--- src/rtl/regfile_write_arbiter_pkg.sv ---
// Shared types and constants for the register-file write-back arbiter.
// Imported by the interface, the picker and the top.
package regfile_write_arbiter_pkg;

    localparam int DEF_AW = 5;
    localparam int DEF_DW = 32;

    localparam logic [7:0] ZD_SAT = 8'd255;

    typedef logic [2:0] req_idx_t;

endpackage

--- src/rtl/regfile_write_arbiter_if.sv ---
// Write-back request bundle between the execution units and the arbiter.
// The arbiter is the slave side; it also publishes the registered write port.
interface regfile_write_arbiter_if
    import regfile_write_arbiter_pkg::*;
#(
    parameter int NREQ = 3,
    parameter int DW   = DEF_DW,
    parameter int AW   = DEF_AW
);

    logic                 Hold;
    logic [NREQ-1:0]      ReqValid;
    logic [NREQ*AW-1:0]   ReqReg;
    logic [NREQ*DW-1:0]   ReqData;
    logic [NREQ-1:0]      ReqReady;

    logic                 WriteEn;
    logic [AW-1:0]        WriteReg;
    logic [DW-1:0]        wd3;
    req_idx_t             GrantId;
    logic [7:0]           ZeroDrops;

    modport master (
        output Hold, ReqValid, ReqReg, ReqData,
        input  ReqReady, WriteEn, WriteReg, wd3,
        input  GrantId, ZeroDrops
    );

    modport slave (
        input  Hold, ReqValid, ReqReg, ReqData,
        output ReqReady, WriteEn, WriteReg, wd3,
        output GrantId, ZeroDrops
    );

endinterface

--- src/rtl/regfile_write_arbiter_picker.sv ---
// Round-robin priority picker: first set request bit at or after ptr,
// wrapping modulo NREQ, returned as a one-hot grant.
module rr_priority_picker
    import regfile_write_arbiter_pkg::*;
#(
    parameter int NREQ = 3
) (
    input  logic [NREQ-1:0] req,
    input  req_idx_t        ptr,
    output logic [NREQ-1:0] grant
);

    localparam int IW = (NREQ > 1) ? $clog2(NREQ) : 1;

    int   idx;
    logic found;

    always_comb begin
        grant = '0;
        found = 1'b0;
        idx   = 0;
        for (int i = 0; i < NREQ; i++) begin
            idx = int'(ptr) + i;
            if (idx >= NREQ) idx = idx - NREQ;
            if (!found && req[IW'(idx)]) begin
                grant[IW'(idx)] = 1'b1;
                found           = 1'b1;
            end
        end
    end

endmodule

--- src/rtl/regfile_write_arbiter.sv ---
// Round-robin write-back arbiter in front of a single register-file port.
// Writes to x0 complete the handshake but are dropped and counted.
module regfile_write_arbiter
    import regfile_write_arbiter_pkg::*;
#(
    parameter int NREQ = 3,
    parameter int DW   = DEF_DW,
    parameter int AW   = DEF_AW
) (
    input  logic                   Clock,
    input  logic                   R,
    regfile_write_arbiter_if.slave bus
);

    req_idx_t        ptr_q, ptr_d;
    logic            we_q, we_d;
    logic [AW-1:0]   wreg_q, wreg_d;
    logic [DW-1:0]   wd_q, wd_d;
    req_idx_t        gid_q, gid_d;
    logic [7:0]      zd_q, zd_d;

    logic [NREQ-1:0] pick;
    logic [NREQ-1:0] ready;
    logic            xfer;
    req_idx_t        k;
    logic [AW-1:0]   sel_reg;
    logic [DW-1:0]   sel_data;

    rr_priority_picker #(.NREQ(NREQ)) u_picker (
        .req   (bus.ReqValid),
        .ptr   (ptr_q),
        .grant (pick)
    );

    // Reset and stall both mask the grant before it leaves the block.
    assign ready        = (R || bus.Hold) ? '0 : pick;
    assign xfer         = |ready;
    assign bus.ReqReady = ready;

    always_comb begin
        k        = '0;
        sel_reg  = '0;
        sel_data = '0;
        for (int i = 0; i < NREQ; i++) begin
            if (ready[i]) begin
                k        = req_idx_t'(i);
                sel_reg  = bus.ReqReg[AW*i +: AW];
                sel_data = bus.ReqData[DW*i +: DW];
            end
        end
    end

    always_comb begin
        ptr_d  = ptr_q;
        we_d   = 1'b0;
        wreg_d = wreg_q;
        wd_d   = wd_q;
        gid_d  = gid_q;
        zd_d   = zd_q;
        if (xfer) begin
            if (int'(k) == NREQ - 1) ptr_d = '0;
            else                     ptr_d = k + 3'd1;
            if (sel_reg == '0) begin
                if (zd_q != ZD_SAT) zd_d = zd_q + 8'd1;
            end else begin
                we_d   = 1'b1;
                wreg_d = sel_reg;
                wd_d   = sel_data;
                gid_d  = k;
            end
        end
    end

    always_ff @(posedge Clock) begin
        if (R) begin
            ptr_q  <= '0;
            we_q   <= 1'b0;
            wreg_q <= '0;
            wd_q   <= '0;
            gid_q  <= '0;
            zd_q   <= '0;
        end else begin
            ptr_q  <= ptr_d;
            we_q   <= we_d;
            wreg_q <= wreg_d;
            wd_q   <= wd_d;
            gid_q  <= gid_d;
            zd_q   <= zd_d;
        end
    end

    assign bus.WriteEn   = we_q;
    assign bus.WriteReg  = wreg_q;
    assign bus.wd3       = wd_q;
    assign bus.GrantId   = gid_q;
    assign bus.ZeroDrops = zd_q;

endmodule

--- src/flat_wrapper.sv ---
// flat-port wrapper written by rule: the top's interface ports become plain ports
module regfile_write_arbiter_flat import regfile_write_arbiter_pkg::*;
#(
    parameter int NREQ = 3,
    parameter int DW   = DEF_DW,
    parameter int AW   = DEF_AW
)
  (Clock, R, bus_Hold, bus_ReqValid, bus_ReqReg, bus_ReqData, bus_ReqReady, bus_WriteEn, bus_WriteReg, bus_wd3, bus_GrantId, bus_ZeroDrops);
  regfile_write_arbiter_if #(.NREQ(NREQ), .DW(DW), .AW(AW)) bus_i ();
  input  logic Clock;
  input  logic R;
  input wire logic [$bits(bus_i.Hold)-1:0] bus_Hold;
  input wire logic [$bits(bus_i.ReqValid)-1:0] bus_ReqValid;
  input wire logic [$bits(bus_i.ReqReg)-1:0] bus_ReqReg;
  input wire logic [$bits(bus_i.ReqData)-1:0] bus_ReqData;
  output wire logic [$bits(bus_i.ReqReady)-1:0] bus_ReqReady;
  output wire logic [$bits(bus_i.WriteEn)-1:0] bus_WriteEn;
  output wire logic [$bits(bus_i.WriteReg)-1:0] bus_WriteReg;
  output wire logic [$bits(bus_i.wd3)-1:0] bus_wd3;
  output wire logic [$bits(bus_i.GrantId)-1:0] bus_GrantId;
  output wire logic [$bits(bus_i.ZeroDrops)-1:0] bus_ZeroDrops;
  assign bus_i.Hold = bus_Hold;
  assign bus_i.ReqValid = bus_ReqValid;
  assign bus_i.ReqReg = bus_ReqReg;
  assign bus_i.ReqData = bus_ReqData;
  assign bus_ReqReady = bus_i.ReqReady;
  assign bus_WriteEn = bus_i.WriteEn;
  assign bus_WriteReg = bus_i.WriteReg;
  assign bus_wd3 = bus_i.wd3;
  assign bus_GrantId = bus_i.GrantId;
  assign bus_ZeroDrops = bus_i.ZeroDrops;
  regfile_write_arbiter #(.NREQ(NREQ), .DW(DW), .AW(AW)) u_core (.Clock(Clock), .R(R), .bus(bus_i));
endmodule
--- config.mk ---
export PLATFORM = sky130hd
export DESIGN_NAME = regfile_write_arbiter_flat
export DESIGN_NICKNAME = d
export VERILOG_FILES = /design/src/rtl/regfile_write_arbiter_pkg.sv /design/src/rtl/regfile_write_arbiter_if.sv /design/src/rtl/regfile_write_arbiter_picker.sv /design/src/rtl/regfile_write_arbiter.sv /design/src/flat_wrapper.sv
export SDC_FILE = /design/constraint.sdc
export NUM_CORES = 1
export LEC_CHECK = 0
export ABC_AREA = 0
export BUFFER_PORTS_ARGS = -buffer_cell sky130_fd_sc_hd__buf_2
export CORE_MARGIN = 5
export CORE_UTILIZATION = 45
export CTS_CLUSTER_DIAMETER = 150
export DETAILED_ROUTE_END_ITERATION = 6
export MAX_ROUTING_LAYER = met4
export PLACE_DENSITY = 0.94
export SLEW_MARGIN = 20
export SYNTH_ARGS = -nofsm -noshare
export SYNTH_HDL_FRONTEND = slang
export SYNTH_SLANG_ARGS = --single-unit
--- constraint.sdc ---
create_clock -name Clock -period 4.6 [get_ports Clock]
set_clock_uncertainty 0.15 [all_clocks]
set_input_delay 0.46 -clock Clock [delete_from_list [all_inputs] [get_ports Clock]]
set_output_delay 0.46 -clock Clock [all_outputs]
set_load 0.01 [all_outputs]
Word-level counts from Yosys, hierarchy flattened --
Index checks and enable logic that the tools add are counted.
Word-level totals: bits in latches 0, ROM bits 0, memories kept 0, logic and storage cells 75, output and inout port bits 52, bits in writable memories 0, register bits 52, input port bits 117
Cells by class: bitwise gates (word level) 4, divide/modulo/power cells 0, multiplexer cells 34, magnitude comparators 9, eq/ne operators 2, multiply operators 0, reductions and logical operators 13, $add $sub $neg 7, shift operators 0
Operators by type and width (number):
- two-way mux 32 bit | 3
- two-way mux 3 bit | 5
- two-way mux 5 bit | 3
- two-way mux 1 bit | 13
- < comparator 2 x 4 -> 1 bit, second input constant | 3
- adder 8 x 1 -> 8 bit, second input constant | 1
- >= comparator 4 x 2 -> 1 bit, second input constant | 2
- two-way mux 2 bit | 4
- inequality test 8 bit, second input constant | 1
- binary-select mux 1 bit (select 2 bit) | 3
- demux 1 bit (select 2 bit) | 3
- >= comparator 2 x 1 -> 1 bit, second input constant | 3
- bitwise OR 3 bit | 2
- subtractor 2 bit, second input constant | 3
- logical AND 1 bit | 5
- logical NOT 5 bit | 1
- adder 3 x 1 -> 4 bit, second input constant | 1
- adder 3 x 2 -> 4 bit, second input constant | 1
- adder 2 x 1 -> 3 bit, second input constant | 1
- >= comparator 3 x 2 -> 1 bit, second input constant | 1
- AND reduction 3 bit | 1
- OR reduction 3 bit | 1
- equality test 2 bit, second input constant | 1
- logical NOT 1 bit | 2
- other kinds (4) | 5

Longest topological paths before layout --
word-level depth 19, depth in mapped cells 13, gate-level depth less buffers 10

Modules after synthesis --
A second synthesis with hierarchy kept.
Unflattened totals: cells, all modules 316, area total of the unflattened synthesis 2806.4 µm²
By module, submodules not included:
- regfile_write_arbiter | area each 2408.6 µm², instances 1, sequential area each 1021.0 µm², cells each 262
- rr_priority_picker | area each 397.9 µm², instances 1, sequential area each 0.0 µm², cells each 54

Worst setup path before layout --
OpenSTA, ideal clock, no wires.
kind reg-to-reg, start point register u_core.ptr_q[0], end point register u_core.zd_q[6], in the netlist u_core.bus.ZeroDrops[6], path slack 1640 ps, path buffers 2, required time 4327 ps, arrival time 2686 ps, setup time 123 ps, cell stages (with the launch flop) 12, clock period less this slack 2960 ps, path through dfxtp_1 > inv_1 > ha_1 > buf_6 > mux2_1 > a211oi_1 > o211ai_2 > a22oi_2 > inv_2 > buf_6 > nor4_1 > mux2_1
Between the ends: cells in the longest elaborated chain, start to end 18, elaborated cells between the ends (all ways) 53, classes of those cells add/sub: 5; order compare: 9; mux: 27; bitwise: 2; reduce/logical: 10
Ends and longest elaborated chain:
- from (decl) | RTL line regfile_write_arbiter.sv:15 | req_idx_t ptr_q, ptr_d;
- from (signal assigned) | RTL line regfile_write_arbiter.sv:83 | ptr_q <= ptr_d;
- parallel branches: the longest is 11 deep, another holds adder 3 x 1 -> 4 bit
- two-way mux 3 bit (*) | RTL line regfile_write_arbiter_picker.sv:25 | if (!found && req[IW'(idx)]) begin
- two-way mux 3 bit (*) | RTL line regfile_write_arbiter.sv:36 | assign ready = (R || bus.Hold) ? '0 : pick;
- two-way mux 5 bit (3 in series) | RTL line regfile_write_arbiter.sv:45 | if (ready[i]) begin
- logical NOT 5 bit | RTL line regfile_write_arbiter.sv:63 | if (sel_reg == '0) begin
- AND reduction 3 bit (no source line) (*)
- to (signal assigned) | RTL line regfile_write_arbiter.sv:88 | zd_q <= zd_d;
- to (decl) | RTL line regfile_write_arbiter.sv:20 | logic [7:0] zd_q, zd_d;
Every way passes the cells marked *. The select of a mux whose other input is x is not followed. A chain may end at the register's enable or synchronous reset.

Final worst setup path --
start point register u_core.ptr_q[0], end point output bus_ReqReady[1]
Between the ends: cells in the longest elaborated chain, start to end 13, elaborated cells between the ends (all ways) 47, classes of those cells add/sub: 5; order compare: 9; mux: 24; bitwise: 2; reduce/logical: 7
Ends and longest elaborated chain:
- parallel branches: the longest is 11 deep, another holds adder 3 x 1 -> 4 bit
- two-way mux 3 bit (*) | RTL line regfile_write_arbiter_picker.sv:25
- two-way mux 3 bit (*) | RTL line regfile_write_arbiter.sv:36
- to (decl) | RTL line flat_wrapper.sv:16 | output wire logic [$bits(bus_i.ReqReady)-1:0] bus_ReqReady;
Marked as above.

==> reports/metrics.yaml <==
status: "finished, final reports clean"
via_count: 2720
rrSetupSlack_ns: 0.85
cts-root-buf: "clkbuf_8"
ioPinCount: 169
ctsResizeCount: 0
clockBufferDepth: 2
die_area_um2: 7291
die_w_um: 85.39
grt_pass1_vias: 2645
p_seq_frac: 0.468
core_um2: 5507
synth_edf_count: 0
synthArstFlopShare: 0
endpoint: "bus_ReqReady[1]"
portBuffers: 129
drt-total-wl_mm: 7.221
synth_seq_area_share: 0.3992
rsz0062_at_grt: "false"
ys_seq_elements: 51
via_per_inst: 5.655
post_drt_wl_per_cell_um: 15.01
cts_setup_buffers: 0
post-route-period-util: 0.9000
maxSlewHeadroom: 0.6210
synth_most_common_cell: "dfxtp_1"
final_hold_viol_count: 0
netlist_area_um2: 2557
p_leak_uw: 0.001563
synth_ff_type: "dfxtp_1"
synth_top_area_frac: 0.3992
dpl.hpwl_mm: 5.385
drive_gt1_frac: 0.3692
sw_frac_of_total: 0.3243
power_uw: 1104
worstRegToRegCells: 9
cp.arrival_ns: 3.53
worst_slew_pin_slew_ns: 0.5685
path_clk_slew_ns: 0.09
crit_type: "flop to output port"
r2r-end: "u_core.bus.ZeroDrops[6]"
die_h_um: 85.39
max_freq_mhz: 241.5
syn_to_final_growth_pct: 28.38
end_kind: "output port"
slew_violations: 0
startpoint_type: "flop"
gr-total-overflow: 0
drc: 0
internal-power_uw: 746.1
grt_pass1_wl_mm: 11.77
fin_nets: 531
synth_area_leaders: "dfxtp_1 40%, a221oi_1 11%, nor3_1 7.4%"
syn_area_per_cell_um2: 8.669
synth_cells: 295
required_ns: 3.99
timing.rr.start: "u_core.ptr_q[0]"
cts_htree_levels: 2
fin_crit_ns: 4.140
clkPwrFrac: 0.236
synth.distinct_cells: 49
setup_viol: 0
cts_buffers: 5
first_iter_violations: 173
ant_nets: 0
grtUsageTotal: 0.1990
cts_tree: "yes"
n_antenna_cell: 0
cts_sinks: 51
finalSetupTns_ns: 0
first_pass_iters: 4
initial_core_util: 0.4644
maxCapViolations: 0
gp_congestion: 0.8670
num_rows: 27
worstHoldStart: "bus_ReqReg[5]"
grt_max_degree: 59
synth_common_cells: "51 x dfxtp_1, 48 x nor2_1, 38 x nor3_1, 32 x a221oi_1, 12 x buf_2"
clk_latency_ns: 0.29
synth_area_leader_cell: "dfxtp_1"
combPwrFrac: 0.296
worstSetupStartpoint: "u_core.ptr_q[0]"
p_per_area_nw_per_um2: 336.3
ir_drop_mv: 0.2548
fin_hold_ws_ns: 0.3139
hp-class: "primary input to flop"
antenna_found_initial: 0
cts_hold_buf: 0
cp_max_fo: 42
p_switching_uw: 358.1
yosysWarnings: 0
==> critical path, cell delays in order (launching register included) <==
cell	delay [ns]
dfxtp_1	0.64
inv_1	0.18
ha_1	0.51
mux2_1	0.36
a211oi_1	0.42
nand4_1	0.20
o211ai_2	0.17
and2_1	0.17
buf_4	0.38
buf_2	0.22
==> per-stage QoR <==
stage / worst slack (ns) / std cells / utilization / cell area (um^2)
floorplan: 1.640 / 296 / - / 2561
global placement: 1.018 / 474 / 0.5796 / 3192
detailed placement: 0.8412 / 474 / 0.5796 / 3192
CTS: 0.5145 / 481 / 0.5962 / 3283
global route: 0.2503 / 481 / 0.5962 / 3283
finish: 0.4599 / 481 / 0.5962 / 3283
==> worst min path at each step <==
stage | end | slack (ns) | cells past startpoint
floorplan | u_core.bus.GrantId[0] | 0.33 | 2
global placement | u_core.bus.GrantId[0] | 0.29 | 2
detailed placement | u_core.bus.GrantId[0] | 0.31 | 2
CTS | u_core.bus.WriteReg[0] | 0.31 | 3
global route | u_core.bus.WriteReg[2] | 0.32 | 3
finish | u_core.bus.WriteReg[0] | 0.31 | 3
==> sequential cells by signal (all words and copies together) (netlist names) <==
register,count
u_core.ptr_q,3
u_core.bus.ZeroDrops,8
u_core.bus.wd3,32
u_core.bus.GrantId,2
u_core.bus.WriteReg,5
u_core.bus.WriteEn,1
==> routing by layer <==
metal  share of wire  wire, um  track usage
met1            0.39      2788       0.2214
met2            0.51      3652       0.3552
met3           0.094       681      0.03786
met4           0.014        98      0.06475
met5               0         0            -
==> cell families after synthesis <==
logic type,Yosys count,synth area share
other,1,0.001466
AND/OR/NAND/NOR,135,0.2666
flip-flops,51,0.3992
multiplexers,10,0.04305
adder cells (fa/ha/maj),5,0.02446
AO/OA/AOI/OAI,59,0.1977
buffers and inverters,34,0.06751
==> power by group through the flow <==
stage / combinational [uW] / sequential [uW] / clock [uW]
4_1_cts: 328 / 516 / 273
3_5_place_dp: 327 / 526 / 0
5_1_grt: 363 / 522 / 290
2_1_floorplan: 193 / 544 / 0
6_report: 327 / 516 / 261
3_3_place_gp: 314 / 523 / 0
==> layout make-up <==
class / instances / area (um^2)
inverters: 6 / 22.52
clock inverters: 1 / 8.758
fillers: 492 / 2223
well taps: 72 / 90.09
clock buffers: 6 / 82.58
repair buffers: 134 / 683.2
multi-input cells: 211 / 1375
flip-flops and latches: 51 / 1021
==> placed cells by master (no fill, tap or decap), types with 2 or more instances in the layout <==
master / n
buf_2: 129
dfxtp_1: 51
nor2_1: 48
nor3_1: 38
a221oi_1: 32
nor2b_1: 8
nand2_1: 8
nand2b_1: 6
nor4_1: 6
clkbuf_8: 6
inv_1: 5
mux2_1: 5
nand3_1: 5
ha_1: 5
buf_4: 5
a21oi_1: 4
a222oi_1: 4
a211oi_1: 3
mux2_2: 3
o211a_1: 2
mux2i_1: 2
a21o_1: 2
nand4_1: 2
and2_1: 2
and3_1: 2
nor4b_1: 2
conb_1: 2
(Power assumes the default switching activity.)
